File: src/rtl/reg_context_sequencer_if.sv
// Memory-side request port of the register context sequencer.
// One outstanding request: accepted on req && ready, read data returns on rvalid.
interface reg_context_sequencer_if;
    logic        mem_req;
    logic        mem_we;
    logic [31:0] mem_addr;
    logic [31:0] mem_wdata;
    logic        mem_ready;
    logic        mem_rvalid;
    logic [31:0] mem_rdata;

    modport master (
        output mem_req,
        output mem_we,
        output mem_addr,
        output mem_wdata,
        input  mem_ready,
        input  mem_rvalid,
        input  mem_rdata
    );

    modport slave (
        input  mem_req,
        input  mem_we,
        input  mem_addr,
        input  mem_wdata,
        output mem_ready,
        output mem_rvalid,
        output mem_rdata
    );
endinterface

File: src/rtl/reg_context_sequencer.sv
// Saves or restores register-file entries FIRST_REG..LAST_REG to/from memory
// for context switch and trap entry, one register per memory request.
module reg_context_sequencer #(
    parameter int unsigned FIRST_REG   = 1,
    parameter int unsigned LAST_REG    = 31,
    parameter int unsigned ADDR_STRIDE = 4
) (
    input  logic        clk,
    input  logic        reset,
    input  logic        start,
    input  logic        mode,
    input  logic [31:0] base_addr,
    output logic        busy,
    output logic        done,
    output logic [4:0]  rf_read_addr,
    input  logic [31:0] rf_read_data,
    output logic [4:0]  rf_write_addr,
    output logic [31:0] rf_write_data,
    output logic        rf_write_en,
    reg_context_sequencer_if.master mem
);
    localparam int unsigned IDX_W  = 5;
    localparam int unsigned DATA_W = 32;

    typedef enum logic [2:0] {
        IDLE      = 3'd0,
        SAVE_REQ  = 3'd1,
        REST_REQ  = 3'd2,
        REST_WAIT = 3'd3,
        FINISH    = 3'd4
    } state_t;

    state_t              state, state_nx;
    logic [IDX_W-1:0]    idx, idx_nx;
    logic [DATA_W-1:0]   addr, addr_nx;
    logic                wr_en_nx;
    logic [IDX_W-1:0]    wr_addr_nx;
    logic [DATA_W-1:0]   wr_data_nx;
    logic                req_q, we_q;
    logic                last;

    assign last = (idx == IDX_W'(LAST_REG));

    // Next-state and datapath; in restore the write-back cycle stays in REST_WAIT
    always_comb begin
        state_nx   = state;
        idx_nx     = idx;
        addr_nx    = addr;
        wr_en_nx   = 1'b0;
        wr_addr_nx = rf_write_addr;
        wr_data_nx = rf_write_data;
        case (state)
            IDLE: begin
                if (start) begin
                    idx_nx   = IDX_W'(FIRST_REG);
                    addr_nx  = base_addr;
                    state_nx = mode ? REST_REQ : SAVE_REQ;
                end
            end
            SAVE_REQ: begin
                if (mem.mem_ready) begin
                    if (last) begin
                        state_nx = FINISH;
                    end else begin
                        idx_nx  = idx + IDX_W'(1);
                        addr_nx = addr + DATA_W'(ADDR_STRIDE);
                    end
                end
            end
            REST_REQ: begin
                if (mem.mem_ready) state_nx = REST_WAIT;
            end
            REST_WAIT: begin
                if (rf_write_en) begin
                    if (last) begin
                        state_nx = FINISH;
                    end else begin
                        idx_nx   = idx + IDX_W'(1);
                        addr_nx  = addr + DATA_W'(ADDR_STRIDE);
                        state_nx = REST_REQ;
                    end
                end else if (mem.mem_rvalid) begin
                    wr_en_nx   = 1'b1;
                    wr_addr_nx = idx;
                    wr_data_nx = mem.mem_rdata;
                end
            end
            FINISH:  state_nx = IDLE;
            default: state_nx = IDLE;
        endcase
    end

    // State, counters and registered status outputs
    always_ff @(posedge clk) begin
        if (reset) begin
            state         <= IDLE;
            idx           <= '0;
            addr          <= '0;
            busy          <= 1'b0;
            done          <= 1'b0;
            req_q         <= 1'b0;
            we_q          <= 1'b0;
            rf_write_en   <= 1'b0;
            rf_write_addr <= '0;
            rf_write_data <= '0;
        end else begin
            state         <= state_nx;
            idx           <= idx_nx;
            addr          <= addr_nx;
            busy          <= (state_nx != IDLE);
            done          <= (state_nx == FINISH);
            req_q         <= (state_nx == SAVE_REQ) || (state_nx == REST_REQ);
            we_q          <= (state_nx == SAVE_REQ);
            rf_write_en   <= wr_en_nx;
            rf_write_addr <= wr_addr_nx;
            rf_write_data <= wr_data_nx;
        end
    end

    // Save data is passed straight from the register-file read port
    assign rf_read_addr  = idx;
    assign mem.mem_req   = req_q;
    assign mem.mem_we    = we_q;
    assign mem.mem_addr  = addr;
    assign mem.mem_wdata = (state == SAVE_REQ) ? rf_read_data : '0;
endmodule
File: src/flat_wrapper.sv
// flat-port wrapper written by rule: the top's interface ports become plain ports
module reg_context_sequencer_flat 
#(
    parameter int unsigned FIRST_REG   = 1,
    parameter int unsigned LAST_REG    = 31,
    parameter int unsigned ADDR_STRIDE = 4
)
  (clk, reset, start, mode, base_addr, busy, done, rf_read_addr, rf_read_data, rf_write_addr, rf_write_data, rf_write_en, mem_mem_req, mem_mem_we, mem_mem_addr, mem_mem_wdata, mem_mem_ready, mem_mem_rvalid, mem_mem_rdata);
  reg_context_sequencer_if mem_i ();
  input  logic clk;
  input  logic reset;
  input  logic start;
  input  logic mode;
  input  logic [31:0] base_addr;
  output logic busy;
  output logic done;
  output logic [4:0] rf_read_addr;
  input  logic [31:0] rf_read_data;
  output logic [4:0] rf_write_addr;
  output logic [31:0] rf_write_data;
  output logic rf_write_en;
  output wire logic [$bits(mem_i.mem_req)-1:0] mem_mem_req;
  output wire logic [$bits(mem_i.mem_we)-1:0] mem_mem_we;
  output wire logic [$bits(mem_i.mem_addr)-1:0] mem_mem_addr;
  output wire logic [$bits(mem_i.mem_wdata)-1:0] mem_mem_wdata;
  input wire logic [$bits(mem_i.mem_ready)-1:0] mem_mem_ready;
  input wire logic [$bits(mem_i.mem_rvalid)-1:0] mem_mem_rvalid;
  input wire logic [$bits(mem_i.mem_rdata)-1:0] mem_mem_rdata;
  assign mem_mem_req = mem_i.mem_req;
  assign mem_mem_we = mem_i.mem_we;
  assign mem_mem_addr = mem_i.mem_addr;
  assign mem_mem_wdata = mem_i.mem_wdata;
  assign mem_i.mem_ready = mem_mem_ready;
  assign mem_i.mem_rvalid = mem_mem_rvalid;
  assign mem_i.mem_rdata = mem_mem_rdata;
  reg_context_sequencer #(.FIRST_REG(FIRST_REG), .LAST_REG(LAST_REG), .ADDR_STRIDE(ADDR_STRIDE)) u_core (.clk(clk), .reset(reset), .start(start), .mode(mode), .base_addr(base_addr), .busy(busy), .done(done), .rf_read_addr(rf_read_addr), .rf_read_data(rf_read_data), .rf_write_addr(rf_write_addr), .rf_write_data(rf_write_data), .rf_write_en(rf_write_en), .mem(mem_i));
endmodule
File: config.mk
export PLATFORM = sky130hd
export DESIGN_NAME = reg_context_sequencer_flat
export DESIGN_NICKNAME = d
export VERILOG_FILES = /design/src/rtl/reg_context_sequencer_if.sv /design/src/rtl/reg_context_sequencer.sv /design/src/flat_wrapper.sv
export SDC_FILE = /design/constraint.sdc
export NUM_CORES = 1
export LEC_CHECK = 0
export CELL_PAD_IN_SITES_DETAIL_PLACEMENT = 1
export CELL_PAD_IN_SITES_GLOBAL_PLACEMENT = 1
export CORE_MARGIN = 2
export CORE_UTILIZATION = 27
export DETAILED_ROUTE_END_ITERATION = 8
export PLACE_DENSITY_LB_ADDON = 0.1
export SLEW_MARGIN = 40
export SYNTH_ARGS = -nofsm -noshare
export SYNTH_HDL_FRONTEND = slang
export SYNTH_SLANG_ARGS = --single-unit
File: constraint.sdc
create_clock -name clk -period 2.4 [get_ports clk]
set_input_delay 0.6 -clock clk [delete_from_list [all_inputs] [get_ports clk]]
set_output_delay 0.6 -clock clk [all_outputs]
set_load 0.01 [all_outputs]
=== Yosys cells after proc, flatten, opt, wreduce, memory -nomap -nowiden ===
Index checks and enable logic that the tools add are counted.

* Flip-flop bits (word level): 82
* Word-level logic and storage cells: 51

* Add/subtract/negate cells: 2
* Equality and inequality tests: 10
* Muxes and demuxes: 20
* Bitwise logic cells: 2
* Reductions and logical operators: 7

{| class="wikitable"
|+ Operators by type and width
! operator !! number
|-
| $mux W32 || 5
|-
| $pmux W32 S3 || 1
|-
| $add A32 B3 Y32 const B || 1
|-
| $mux W5 || 4
|-
| $mux W3 || 6
|-
| $pmux W5 S3 || 1
|-
| $pmux W3 S4 || 1
|-
| $eq A3 B2 Y1 const B || 3
|-
| $eq A3 B1 Y1 const B || 2
|-
| $reduce_bool A3 Y1 || 2
|-
| $add A5 B1 Y5 const B || 1
|-
| $eq A5 B5 Y1 const B || 1
|-
| $ne A2 B2 Y1 const B || 2
|-
| $reduce_and A4 Y1 || 1
|-
| $eq A3 B3 Y1 const B || 1
|-
| $logic_not A3 Y1 || 1
|-
| $reduce_and A3 Y1 || 1
|-
| $reduce_or A3 Y1 || 1
|-
| $mux W2 || 1
|-
| $ne A2 B1 Y1 const B || 1
|-
| $not A1 Y1 || 2
|-
| $logic_or A1 B1 Y1 || 1
|-
| $mux W1 || 1
|}

=== Depth between registers and ports, before layout ===
* Word-level depth: 6
* Gate-level depth with buffers: 8
* Gate-level depth less buffers: 7

=== Worst setup path before layout ===
Ideal clock, no wire load.

* Path type: register -> register
* From: register u_core.idx[0], in the netlist u_core.rf_read_addr[0]
* To: register u_core.addr[19], in the netlist u_core.mem.mem_addr[19]
* Setup time: 0.074 ns
* Arrival: 2.021 ns
* Setup slack: 0.305 ns
* Cell stages (with the launch flop): 8
* Clock period less this slack: 2.095 ns
* Cell sequence: dfxtp_1 > ha_1 > and3_1 > ha_1 > o31a_1 > or3_1 > mux2_2 > a31oi_1

* Longest elaborated chain between the ends: 4
* Elaborated cells between the ends (all ways): 5
* Those cells by class: 1 x eq/ne; 4 x mux

{| class="wikitable"
|+ RTL lines
! element !! RTL line !! text
|-
| start, declared || reg_context_sequencer.sv:34 || <nowiki>logic [IDX_W-1:0] idx, idx_nx;</nowiki>
|-
| start signal, assigned || reg_context_sequencer.sv:108 || <nowiki>idx <= idx_nx;</nowiki>
|-
| $eq A5 B5 Y1 (*) || reg_context_sequencer.sv:42 || <nowiki>assign last = (idx == IDX_W'(LAST_REG));</nowiki>
|-
| $mux W32 (*) || - ||
|-
| $mux W32 (on tied branches) || - ||
|-
| $pmux W32 S3 (*) || - ||
|-
| end signal, assigned || reg_context_sequencer.sv:109 || <nowiki>addr <= addr_nx;</nowiki>
|-
| end, declared || reg_context_sequencer.sv:35 || <nowiki>logic [DATA_W-1:0] addr, addr_nx;</nowiki>
|}

Every way passes the cells marked *; elsewhere a longest branch is shown, timed or not. The select of a mux whose other input is x is not followed.
A chain may end at the register's enable or synchronous reset.

=== Worst setup path after layout ===
* From: input start
* To: register u_core.addr[16], in the netlist u_core.mem.mem_addr[16]

* Longest elaborated chain between the ends: 2

{| class="wikitable"
|+ RTL lines
! element !! RTL line !! text
|-
| start, declared || flat_wrapper.sv:12 || <nowiki>input logic start;</nowiki>
|-
| $ne A2 B2 Y1 (no source line) || - ||
|-
| $reduce_and A4 Y1 (no source line) || - ||
|}

Every way passes these cells.

==> results.cfg <==
[run_status]
status = completed

[logic_synthesis]
synth.area.mux_share = 0.0100
async_flop_share = 0
synth_ff_type = dfxtp_1
syn-num-nets = 643
syn_area_um2 = 4110
synthXorXnorAreaFrac = 0.00426
yosysWarnings = 0
synth_top_family_by_area = simple AND/OR/NAND/NOR gates
synth_edf_count = 0
synthCells = 537
synth_simple_gate_area_frac = 0.340
yosys.area_share.adder = 0.0122
yosys_register_bits = 82
synth_compound_area_frac = 0.195
synth_sequential_area_ratio = 0.399
avgSynthCellArea_um2 = 7.66
synth_cell_types = 55

[critical_path]
arrival_ps = 2490
r2r-start = u_core.rf_read_addr[0]
r2r_end = u_core.mem.mem_addr[16]
cp.required_ps = 2630
ff2ff_setup_slack_ps = 200
crit_start = start
endpoint_kind = flop
critical_path.max_fanout = 3
cp-start-kind = input pin
endpoint = u_core.mem.mem_addr[16]
critical_path_class = in2reg
r2r_cells = 6

[timing]
fin_worst_skew_ps = 9.24
fin_crit_sh = 0.942
setup_violations = 0
hold_viol = 0
rsz0062_at_grt = false
drv_slew = 0
fin_setup_tns_ps = 0
fmax_mhz = 442
layout_min_cycle_time_ps = 2260
hold_slack_ps = 452
tightest_slew_ps = 495
slew_headroom = 0.667

[global_routing]
met1_usage = 0.248
grtUsageMet3 = 0.0486
grt_util_met2 = 0.383
grt_use_total = 0.211
overflow = 0
grt_pass1_wl_um = 27200
antenna_found_initial = 0
grt_start_max_net_pins = 46
grt-busiest-layer = met2
grt_pass1_vias = 5009

[job]
cap_viol_max_count = 0

[die]
die_x_um = 127
initial_core_util = 0.274
fp.dieH_um = 127
row_count = 45
coreArea_um2 = 15000
dieArea_um2 = 16200
io_pins = 213

[clock_tree]
clock_latency_ps = 350
cts_tree = yes
htree_levels = 3
clock_sinks = 82
root_buffer = clkbuf_16
cts_buffers = 9
cts_buffer_depth = 2
clk_pin_slew_ps = 60

[detailed_routing]
drt_first_pass_iters = 4
drc = 0
viasPerCell = 5.05
vias = 4839
ant_nets = 0
avgRoutedWirePerCell_um = 17.8
drt-total-wl_um = 17100
drtIter0Drc = 208

[power_and_ir_drop]
power_density_nw_per_um2 = 559
leakagePower_nw = 2.67
peakVddDrop_v = 0.000357

[final_layout]
antennaDiodeCount = 0
syn2layout_area_growth_pct = 70.0
layout.cells.most_common_list = clkdlybuf4s50_1 (179), nand2_1 (116), dfxtp_1 (82), a21oi_1 (66)
mostFrequentLayoutCell = clkdlybuf4s50_1
final_cell_count_no_fill = 958
fin_util = 0.465
nets = 871
drive_above_1_share = 0.0948

[placed_design]
portBuffers = 212
post-dp-hpwl_um = 12700
post-place-cells = 939
gp_congestion = 0.877

[hold_path]
hp-class = reg2reg
critical path: stages:
cell             delay, ps
clkdlybuf4s50_1        510
or4b_1                 480
buf_4                  160
o31ai_2                110
o21ai_0                220
a2111oi_2              410
Yosys cell counts, drive strengths merged (2+ instances only):
library cell / number / share of area
nor2b: 2 / 0.0030
nand2b: 6 / 0.0091
a31o: 2 / 0.0043
nor3: 13 / 0.018
xor2: 2 / 0.0043
o211a: 2 / 0.0049
nand2: 116 / 0.11
o21ai: 18 / 0.022
o311ai: 3 / 0.0064
o22ai: 2 / 0.0030
or4b: 2 / 0.0049
a21o: 5 / 0.0091
nand3: 27 / 0.035
inv: 3 / 0.0027
nand3b: 2 / 0.0036
and3: 8 / 0.012
a2bb2oi: 2 / 0.0043
a31oi: 6 / 0.0091
a211oi: 4 / 0.0073
nor2: 31 / 0.028
clkbuf: 27 / 0.025
ha: 4 / 0.012
a21oi: 66 / 0.080
dfxtp: 82 / 0.40
and2: 35 / 0.053
buf: 9 / 0.012
and4: 3 / 0.0064
o32ai: 2 / 0.0043
a41oi: 2 / 0.0043
nor4: 10 / 0.023
a32o: 2 / 0.0049
nand4: 11 / 0.020
a22oi: 3 / 0.0055
mux2i: 3 / 0.0073
a311oi: 3 / 0.0064
or3: 7 / 0.011
per-stage QoR:
stage / power, mW / worst slack (ps) / area (µm²)
final: 3.91 / 139 / 6990
after global routing: 4.11 / 25.3 / 6990
after CTS: 3.96 / 140 / 6990
after detailed placement: 2.49 / -203 / 6670
after global placement: 2.47 / -125 / 6670
after floorplan: 1.92 / 305 / 4110
how the worst min path moves through the flow:
stage               slack (ps)                startpoint  cells past startpoint                  endpoint
detailed placement         450   u_core.rf_write_addr[4]                      2   u_core.rf_write_addr[4]
global placement           440  u_core.rf_write_data[15]                      2  u_core.rf_write_data[15]
global route               480  u_core.rf_write_data[20]                      2  u_core.rf_write_data[20]
floorplan                  480    u_core.mem.mem_addr[0]                      2    u_core.mem.mem_addr[0]
finish                     450   u_core.rf_write_addr[4]                      2   u_core.rf_write_addr[4]
CTS                        450   u_core.rf_write_addr[4]                      2   u_core.rf_write_addr[4]
power by group:
part / switching (mW) / internal [mW]
clock: 0.606 / 0.846
sequential: 0.0954 / 1.44
combinational: 0.419 / 0.507
logic make-up after synthesis:
family | after synthesis
buf+inv | 39
flops | 82
fa+ha+maj | 4
xor+xnor | 2
mux | 4
compound gates | 130
simple gates | 276
state kept, by name, indices dropped and copies added (netlist names):
register / flops
u_core.mem.mem_we: 1
u_core.rf_write_addr: 5
u_core.mem.mem_addr: 32
u_core.busy: 1
u_core.rf_write_en: 1
u_core.rf_read_addr: 5
u_core.mem.mem_req: 1
u_core.state: 3
u_core.rf_write_data: 32
u_core.done: 1
what timing repair did:
action                                  in CTS  in global routing
hold endpoints to repair                     0                  0
resized for setup                           35                  0
hold buffers                                 0                  0
buffers inserted                             2                  0
endpoints found under the setup margin      32                  0
final cells by class:
cell class / instances / area [µm²]
tap: 188 / 235
timing repair buffer: 253 / 2460
clock inverter: 6 / 72.6
multi-input combinational: 416 / 2340
inverter: 3 / 11.3
sequential: 82 / 1640
clock buffer: 10 / 239
fill: 1798 / 8040
routing by layer:
layer | wire length [µm] | up-vias
met1 | 7140 | 2292
met2 | 8540 | 170
met3 | 1200 | 13
li1 | - | 2364
met4 | 189 | 0
met5 | 0 | -
Power figures use the tool's default switching activity.
